`config.mk`:
```
export PLATFORM = sky130hd
export DESIGN_NAME = prog_loader
export DESIGN_NICKNAME = d
export VERILOG_FILES = /design/src/rtl/loader_pkg.sv /design/src/rtl/loader_csum.sv /design/src/rtl/prog_loader.sv
export SDC_FILE = /design/constraint.sdc
export NUM_CORES = 1
export LEC_CHECK = 0
export BUFFER_PORTS_ARGS = -buffer_cell sky130_fd_sc_hd__buf_2
export CAP_MARGIN = 20
export CORE_MARGIN = 8
export CORE_UTILIZATION = 51
export DETAILED_ROUTE_END_ITERATION = 6
export HOLD_SLACK_MARGIN = 0.05
export PLACE_DENSITY = 0.75
export SLEW_MARGIN = 20
export SYNTH_ARGS = -nofsm -noshare
export SYNTH_HDL_FRONTEND = slang
export SYNTH_HIERARCHICAL = 1
export SYNTH_SLANG_ARGS = --single-unit
```
`constraint.sdc`:
```
create_clock -name CLK -period 2.05 [get_ports CLK]
set_clock_uncertainty 0.15 [all_clocks]
set_input_delay 0.1025 -clock CLK [delete_from_list [all_inputs] [get_ports CLK]]
set_output_delay 0.1025 -clock CLK [all_outputs]
set_load 0.005 [all_outputs]
```
`src/rtl/loader_pkg.sv`:
```
// Shared types and constants for the boot-time program loader.
package loader_pkg;

  localparam int INSTR_W   = 16;
  localparam int HDR_BYTES = 2;

  typedef enum logic [2:0] {
    ST_HDR_HI  = 3'd0,
    ST_HDR_LO  = 3'd1,
    ST_DATA_HI = 3'd2,
    ST_DATA_LO = 3'd3,
    ST_WRITE   = 3'd4,
    ST_CSUM    = 3'd5,
    ST_DONE    = 3'd6,
    ST_ERR     = 3'd7
  } loader_state_t;

  // States in which the loader will take a byte from the stream
  function automatic logic rx_open(input loader_state_t s);
    logic r;
    case (s)
      ST_HDR_HI, ST_HDR_LO, ST_DATA_HI, ST_DATA_LO, ST_CSUM: r = 1'b1;
      default:                                              r = 1'b0;
    endcase
    return r;
  endfunction

endpackage

```
`src/rtl/loader_csum.sv`:
```
// Mod-256 byte sum over the load stream, with clear, enable and a compare output.
module loader_csum (
  input  logic       clk,
  input  logic       rst,
  input  logic       i_clr,
  input  logic       i_en,
  input  logic [7:0] i_byte,
  output logic [7:0] o_sum,
  output logic       o_match
);

  logic [7:0] r_sum;

  // Accumulator, cleared by reset or a reload request
  always_ff @(posedge clk) begin
    if (!rst) begin
      r_sum <= 8'd0;
    end else if (i_clr) begin
      r_sum <= 8'd0;
    end else if (i_en) begin
      r_sum <= r_sum + i_byte;
    end else begin
      r_sum <= r_sum;
    end
  end

  assign o_sum   = r_sum;
  assign o_match = (r_sum == i_byte);

endmodule

```
`src/rtl/prog_loader.sv`:
```
// Byte-stream program loader: fills instruction memory and holds the CPU until done.
// Optional trailing checksum byte enabled by defining PROG_LOADER_CHECKSUM_EN.
module prog_loader
  import loader_pkg::*;
#(
  parameter int ADDR_W = 8
) (
  input  logic               CLK,
  input  logic               rst,
  input  logic               start,
  input  logic               rx_valid,
  input  logic [7:0]         rx_data,
  output logic               rx_ready,
  output logic               imem_we,
  output logic [ADDR_W-1:0]  imem_addr,
  output logic [INSTR_W-1:0] imem_wdata,
  output logic               cpu_hold,
  output logic               load_done,
  output logic               load_err
);

  localparam logic [16:0] MAX_WORDS = 17'd1 << ADDR_W;
`ifdef PROG_LOADER_CHECKSUM_EN
  localparam loader_state_t FINISH_ST = ST_CSUM;
`else
  localparam loader_state_t FINISH_ST = ST_DONE;
`endif

  loader_state_t      r_state;
  loader_state_t      w_next;
  logic [15:0]        r_n;
  logic [7:0]         r_hi;
  logic [ADDR_W:0]    r_idx;
  logic               r_rx_ready, r_imem_we, r_cpu_hold, r_load_done, r_load_err;
  logic [ADDR_W-1:0]  r_imem_addr;
  logic [INSTR_W-1:0] r_imem_wdata;

  logic        w_accept, w_last, w_restart, w_csum_ok;
  logic [15:0] w_hdr_n;

  assign w_accept  = rx_valid && r_rx_ready;
  assign w_hdr_n   = {r_n[15:8], rx_data};
  assign w_last    = (17'(r_idx) + 17'd1) == {1'b0, r_n};
  assign w_restart = ((r_state == ST_DONE) || (r_state == ST_ERR)) && start;

`ifdef PROG_LOADER_CHECKSUM_EN
  logic       w_sum_en;
  logic [7:0] w_sum;

  assign w_sum_en = w_accept && (r_state inside {ST_HDR_HI, ST_HDR_LO, ST_DATA_HI, ST_DATA_LO});

  loader_csum u_csum (
    .clk     (CLK),
    .rst     (rst),
    .i_clr   (w_restart),
    .i_en    (w_sum_en),
    .i_byte  (rx_data),
    .o_sum   (w_sum),
    .o_match (w_csum_ok)
  );
`else
  assign w_csum_ok = 1'b0;
`endif

  // Next-state selection
  always_comb begin
    w_next = r_state;
    case (r_state)
      ST_HDR_HI:  if (w_accept) w_next = ST_HDR_LO; else w_next = r_state;
      ST_HDR_LO: begin
        if (!w_accept)                           w_next = r_state;
        else if (w_hdr_n == 16'd0)               w_next = FINISH_ST;
        else if ({1'b0, w_hdr_n} > MAX_WORDS)    w_next = ST_ERR;
        else                                     w_next = ST_DATA_HI;
      end
      ST_DATA_HI: if (w_accept) w_next = ST_DATA_LO; else w_next = r_state;
      ST_DATA_LO: if (w_accept) w_next = ST_WRITE;   else w_next = r_state;
      ST_WRITE:   if (w_last)   w_next = FINISH_ST;  else w_next = ST_DATA_HI;
      ST_CSUM: begin
        if (!w_accept)      w_next = r_state;
        else if (w_csum_ok) w_next = ST_DONE;
        else                w_next = ST_ERR;
      end
      ST_DONE, ST_ERR: if (start) w_next = ST_HDR_HI; else w_next = r_state;
      default:    w_next = ST_HDR_HI;
    endcase
  end

  // State, datapath and registered outputs; status flags follow the next state
  always_ff @(posedge CLK) begin
    if (!rst) begin
      r_state      <= ST_HDR_HI;
      r_n          <= 16'd0;
      r_hi         <= 8'd0;
      r_idx        <= '0;
      r_rx_ready   <= 1'b0;
      r_imem_we    <= 1'b0;
      r_imem_addr  <= '0;
      r_imem_wdata <= '0;
      r_cpu_hold   <= 1'b1;
      r_load_done  <= 1'b0;
      r_load_err   <= 1'b0;
    end else begin
      r_state     <= w_next;
      r_rx_ready  <= rx_open(w_next);
      r_imem_we   <= (r_state == ST_DATA_LO) && w_accept;
      r_cpu_hold  <= (w_next != ST_DONE);
      r_load_done <= (w_next == ST_DONE);
      r_load_err  <= (w_next == ST_ERR);
      if ((r_state == ST_HDR_HI) && w_accept) r_n[15:8] <= rx_data;
      if ((r_state == ST_HDR_LO) && w_accept) r_n <= w_hdr_n;
      if ((r_state == ST_DATA_HI) && w_accept) r_hi <= rx_data;
      if ((r_state == ST_DATA_LO) && w_accept) begin
        r_imem_addr  <= r_idx[ADDR_W-1:0];
        r_imem_wdata <= {r_hi, rx_data};
      end
      if (r_state == ST_WRITE) r_idx <= r_idx + 1'b1;
      if (w_restart) begin
        r_idx <= '0;
        r_n   <= 16'd0;
      end
    end
  end

  assign rx_ready   = r_rx_ready;
  assign imem_we    = r_imem_we;
  assign imem_addr  = r_imem_addr;
  assign imem_wdata = r_imem_wdata;
  assign cpu_hold   = r_cpu_hold;
  assign load_done  = r_load_done;
  assign load_err   = r_load_err;

endmodule

```
Yosys cells after proc, flatten, opt, wreduce, memory -nomap -nowiden
Cells that the tools add are included.

Bits in registers: 65. Bits of input ports: 12. Output and inout bits: 29. Logic and storage cells: 57.

Add/subtract/negate cells: 2. Order comparisons: 1. Equality and inequality tests: 15. Mux-type cells: 11. Bitwise operators: 2. Reductions and logical operators: 14.

Operator list (count): 3-bit two-way mux (9); 3-bit equality test (second input constant) (7); 3-bit one-hot mux with 7 select lines (1); 10-bit by 16-bit equality test with 1-bit output (1); 16-bit by 9-bit greater-than comparator with 1-bit output (second input constant) (1); 16-bit zero test (1); 3-bit by 2-bit equality test with 1-bit output (second input constant) (4); 9-bit by 1-bit adder with 10-bit output (second input constant) (1); 9-bit by 1-bit adder with 9-bit output (second input constant) (1); 3-bit by 1-bit equality test with 1-bit output (second input constant) (2); 1-bit logical AND (6); 3-bit zero test (2); 5-bit OR reduction (1); 2-bit OR reduction (2); 3-bit inequality test (second input constant) (1); 1-bit NOT (2); 2-bit AND reduction (1); 1-bit logical OR (1); 1-bit two-way mux (1).

Depth between registers and ports, before layout
Depth in word-level cells: 8. Gate-level depth with buffers: 8. Gate-level depth less buffers: 7.

Worst setup path after synthesis
Ideal clock, no wire load.

Path type: reg2reg. Start point: reg r_idx[1]. End point: reg r_load_err (netlist: load_err). Setup time: 116 ps. Arrival: 1821 ps. Path slack: -36 ps. Stages on the path, launching flop included: 9. Buffers on the path: 1. Cell sequence: dfxtp_1 > ha_1 > clkbuf_1 > a21oi_1 > or3_1 > nand4_1 > o311ai_0 > a31o_2 > and3_1.

Word-level cells in the longest chain between the ends: 5.

Ends and longest elaborated chain: start, declared (line prog_loader.sv:33) `logic [ADDR_W:0] r_idx;`; start signal, assigned (line prog_loader.sv:117) `if (r_state == ST_WRITE) r_idx <= r_idx + 1'b1;`; 9-bit by 1-bit adder with 10-bit output (line prog_loader.sv:43) `assign w_last = (17'(r_idx) + 17'd1) == {1'b0, r_n};`; 10-bit by 16-bit equality test with 1-bit output (line prog_loader.sv:43); 3-bit two-way mux (line prog_loader.sv:78) `ST_WRITE: if (w_last) w_next = FINISH_ST; else w_next = ST_DATA_HI;`; 3-bit one-hot mux with 7 select lines (line prog_loader.sv:68) `case (r_state)`; 3-bit equality test (line prog_loader.sv:109) `r_load_err <= (w_next == ST_ERR);`; end signal, assigned (line prog_loader.sv:109); end, declared (line prog_loader.sv:34) `logic r_rx_ready, r_imem_we, r_cpu_hold, r_load_done, r_load_err;`.

No other way between the ends. A chain may end at the register's enable or synchronous reset.

Final worst setup path
Start point: reg r_idx[0]. End point: reg r_state[2].

Word-level cells in the longest chain between the ends: 4.

Ends and longest elaborated chain: 9-bit by 1-bit adder with 10-bit output (line prog_loader.sv:43); 10-bit by 16-bit equality test with 1-bit output (line prog_loader.sv:43); 3-bit two-way mux (line prog_loader.sv:78); 3-bit one-hot mux with 7 select lines (line prog_loader.sv:68); end signal, assigned (line prog_loader.sv:104) `r_state <= w_next;`; end, declared (line prog_loader.sv:29) `loader_state_t r_state;`.

No other way between the ends.

==> results.md <==
* Initial Util at 0.519
* Latest clock arrival within the worst-skew pair at about 0.35 ns
* Wire length of the first global-routing pass at between 10000 and 15000 microns
* Synthesized netlist cell count at roughly 340
* # fillers at 435
* Final #Nets at 415
* Die span in x at 90.2 microns
* Ratio of cells with drive above 1 in the final layout at 0.251
* Slowest cell on the critical path: or4_4
* Via density per instance at about 5.4
* Area share of the leading cell type in the synthesized netlist at 0.463
* DRT antenna net count at 0
* Reg clk slew, reported paths at ~0.060 ns
* Post-route core utilization at 0.662
* # placed instances at between 400 and 500
* Leak at roughly 1.5 nW
* Setup Viol. Count Final at 3
* Setup repair after global routing missed its margin: true
* GRT Max-Usage Layer: met2
* TritonCTS clock tree: built
* H-tree Lvls at 3
* Number of buffer and inverter stages on the critical path at 0
* Detailed router's first-iteration violation count at around 180
* Delay contributed by the slowest stage of the critical path at roughly 0.56 ns
* Aggregate global-route resource usage at 0.179
* Top-count cell post-synth: nand2_1
* Part of the total power dissipated in combinational logic at 0.085
* Area of the core at about 5400 sq um
* Synth Register Bits at 65
* Total clock sinks at 65
* Met1 layer usage reported by global route at 0.212
* Post-synthesis area per instance at ~8.4 sq um
* Area enclosed by the die boundary at between 8000 and 9000 sq um
* Via count of the first global-routing pass at around 2400
* Post-Syn Area at 2810 sq um
* Root cell of the clock tree: clkbuf_8
* Crit share post-route at 1.01
* Final critical delay including setup and external delays at about 2.1 ns
* Via count at approximately 2600
* Number of antenna violations at the first check in global routing at 0
* Top cells by area, synth: dfxtp_1 46%, nand2_1 9.2%, a21oi_1 6.8%
* Critical Path, Cell by Cell: ha_4, xor2_1, or4_4, nor4_4, a31o_2, and3_1
* Number of core rows at 27
* Critical Path Start Type: flop
* WL per Instance at roughly 15 microns
* Actual slew at the worst max-slew pin at approximately 0.48 ns
* Internal portion of total power at around 2.0 mW
* Height of the die at about 90 microns
* TritonCTS Buffers at 9
* Arrival @ worst endpoint at between 2 and 2.5 ns
* Placer's final routability congestion estimate at approximately 0.87
* Max-slew violation count at 0
* Violated checks: negative setup slack
* Post-synthesis net count at roughly 350
* Class of the worst hold path: in -> reg
* Unique cell type count in the Yosys netlist at 40
* Critical path's top delay family: simple AND/OR/NAND/NOR gates
* Number of warnings issued by yosys at 6
* Number of detailed-route iterations in the first pass at 4
* Largest net degree at the start of global routing at 35
* Top cells by instance count after synthesis: 69 x nand2_1, 65 x dfxtp_1, 38 x a21oi_1
* Max transition margin at 0.681
* Top achievable clock speed at between 0.4 and 0.5 GHz
* Switching power at slightly above 0.6 mW
* Net switching share of the total power at 0.236
* Layout overhead on the synthesized area at 27.4%
* Met3 usage in global routing at 0.0615
* Sequential share of the synthesized area at 0.463
* Portion of total power attributed to sequential cells at 0.502
* Remaining DRCs at 0
* Final count of hold timing violations at 0
* Type of the worst setup path: reg -> reg
* Number of max-cap violations at 0
* ANT cells at 0
* Required @ worst endpoint at roughly 2.2 ns
* Prevailing post-synth register cell: dfxtp_1
* Clock share of power at 0.412
* Port Buf Inserts at 40
* Area leader, netlist: dfxtp_1
* Fraction of met2 tracks used by global routing at 0.285
* Worst supply voltage drop on vdd at between 0.4 and 0.5 mV
* Number of ports placed on the die boundary at approximately 40
* CP Max Fanout at 5
* Post-synth ARST share at 0
* Worst Setup End Kind: flop
* Number of non-filler instances in the completed layout at between 400 and 500
* Worst setup slack after layout at -0.0243 ns
* Wire length reported by the detailed router at between 7000 and 8000 microns
* Total global routing overflow at 0
* Maximum buffer depth of the clock tree at 2
* Ratio of total power to cell area at between 700 and 800 nW/um^2
* Status: finished, violations left
* Post-synth EDFFs at 0
* Half-perimeter wire length after placement at roughly 5000 microns
[logic make-up after synthesis]
logic type	count (synthesis)	share of synthesized area
xor gates and xnor gates	18	0.0588
AOI/OAI and AO/OA	55	0.112
buffers and inverters	26	0.0410
and+or+nand+nor	153	0.259
DFF	65	0.463
adders and majority gates	1	0.00446
muxes	17	0.0606
[repair_timing]
item / in CTS / in global routing
cloned: 0 / 0
endpoints found under the hold margin: 36 / 0
pin swaps: 2 / 3
hold buffers: 9 / 0
gates resized for setup: 6 / 11
setup endpoints to repair: 5 / 5
buffers inserted: 1 / 0
[final timing paths]
check | start | cells past startpoint | slack [ns] | endpoint
setup reg to reg | r_idx[0] | 6 | -0.02 | r_state[2]
hold / removal | start | 4 | 0.09 | r_state[1]
setup / recovery | r_idx[0] | 6 | -0.02 | r_state[2]
hold reg to reg | r_hi[1] | 2 | 0.30 | imem_wdata[9]
[flip-flops by register name (all words and copies together) (netlist names)]
| register | cells |
|---|---|
| imem_we | 1 |
| r_hi | 8 |
| load_err | 1 |
| r_n | 16 |
| rx_ready | 1 |
| load_done | 1 |
| imem_addr | 8 |
| r_idx | 9 |
| r_state | 3 |
| cpu_hold | 1 |
| imem_wdata | 16 |
[power by group through the flow]
stage	clock network [mW]	logic [mW]	registers, mW
after floorplan	0	0.110	1.32
after global placement	0	0.184	1.33
after detailed placement	0	0.187	1.33
after CTS	1.08	0.209	1.30
after global routing	1.14	0.241	1.30
final	1.07	0.220	1.30
[per-stage QoR]
step                setup TNS [ns]  setup slack (ns)  area (sq um)  power [mW]  hold slack (ns)
floorplan                        0            0.0392          2810        1.43           0.0742
CTS                        -0.0161           -0.0161          3520        2.59           0.0504
detailed placement         -0.0980           -0.0219          3220        1.51            0.231
global placement                 0            0.0517          3220        1.51            0.229
finish                     -0.0287           -0.0243          3580        2.59           0.0903
global route                -0.324           -0.0820          3580        2.68            0.108
[cell type report]
| class | instances | area, sq um | area share |
|---|---|---|---|
| multi-input cells | 244 | 1460 | 0.408 |
| flip-flops and latches | 65 | 1310 | 0.366 |
| repair buffers | 80 | 523 | 0.146 |
| clock buffers | 13 | 149 | 0.0416 |
| well taps | 72 | 90.1 | 0.0252 |
| clock inverters | 3 | 40.0 | 0.0112 |
| inverters | 2 | 7.51 | 0.00210 |
[worst min-delay path: cells and delay by family]
family                 cells  cell delay [ns]
AND/OR/NAND/NOR            3             0.30
buffers and inverters      1             0.12
[layer usage]
layer | part of all wire | vias up
met5 | 0 | -
met4 | 0.031 | 0
met3 | 0.079 | 18
met2 | 0.45 | 92
met1 | 0.43 | 1176
li1 | - | 1279
[cells in the final DEF, fill, tap and decap left out, types with 2 or more instances in the layout]
master	Yosys	routed
dfxtp_2	0	3
o311ai_1	0	2
nand4_1	3	3
dfxtp_1	65	61
clkbuf_1	17	3
clkbuf_8	0	10
nor4_1	2	2
or3_1	5	5
a41oi_1	2	2
buf_2	5	40
dlygate4sd3_1	0	9
nor4_4	0	2
mux2i_1	17	17
nand2_1	69	67
and3b_1	3	3
xor2_1	9	9
clkinv_2	0	2
nand2_2	0	2
o21ai_0	6	6
nor3_1	4	4
a21oi_1	38	38
and2_1	4	4
xnor2_1	8	7
nand2b_1	3	3
buf_4	1	31
or4_4	1	2
nor2_1	30	30
nand3b_1	3	3
and3_1	4	4
nand3_1	15	14
(Power assumes the default switching activity.)
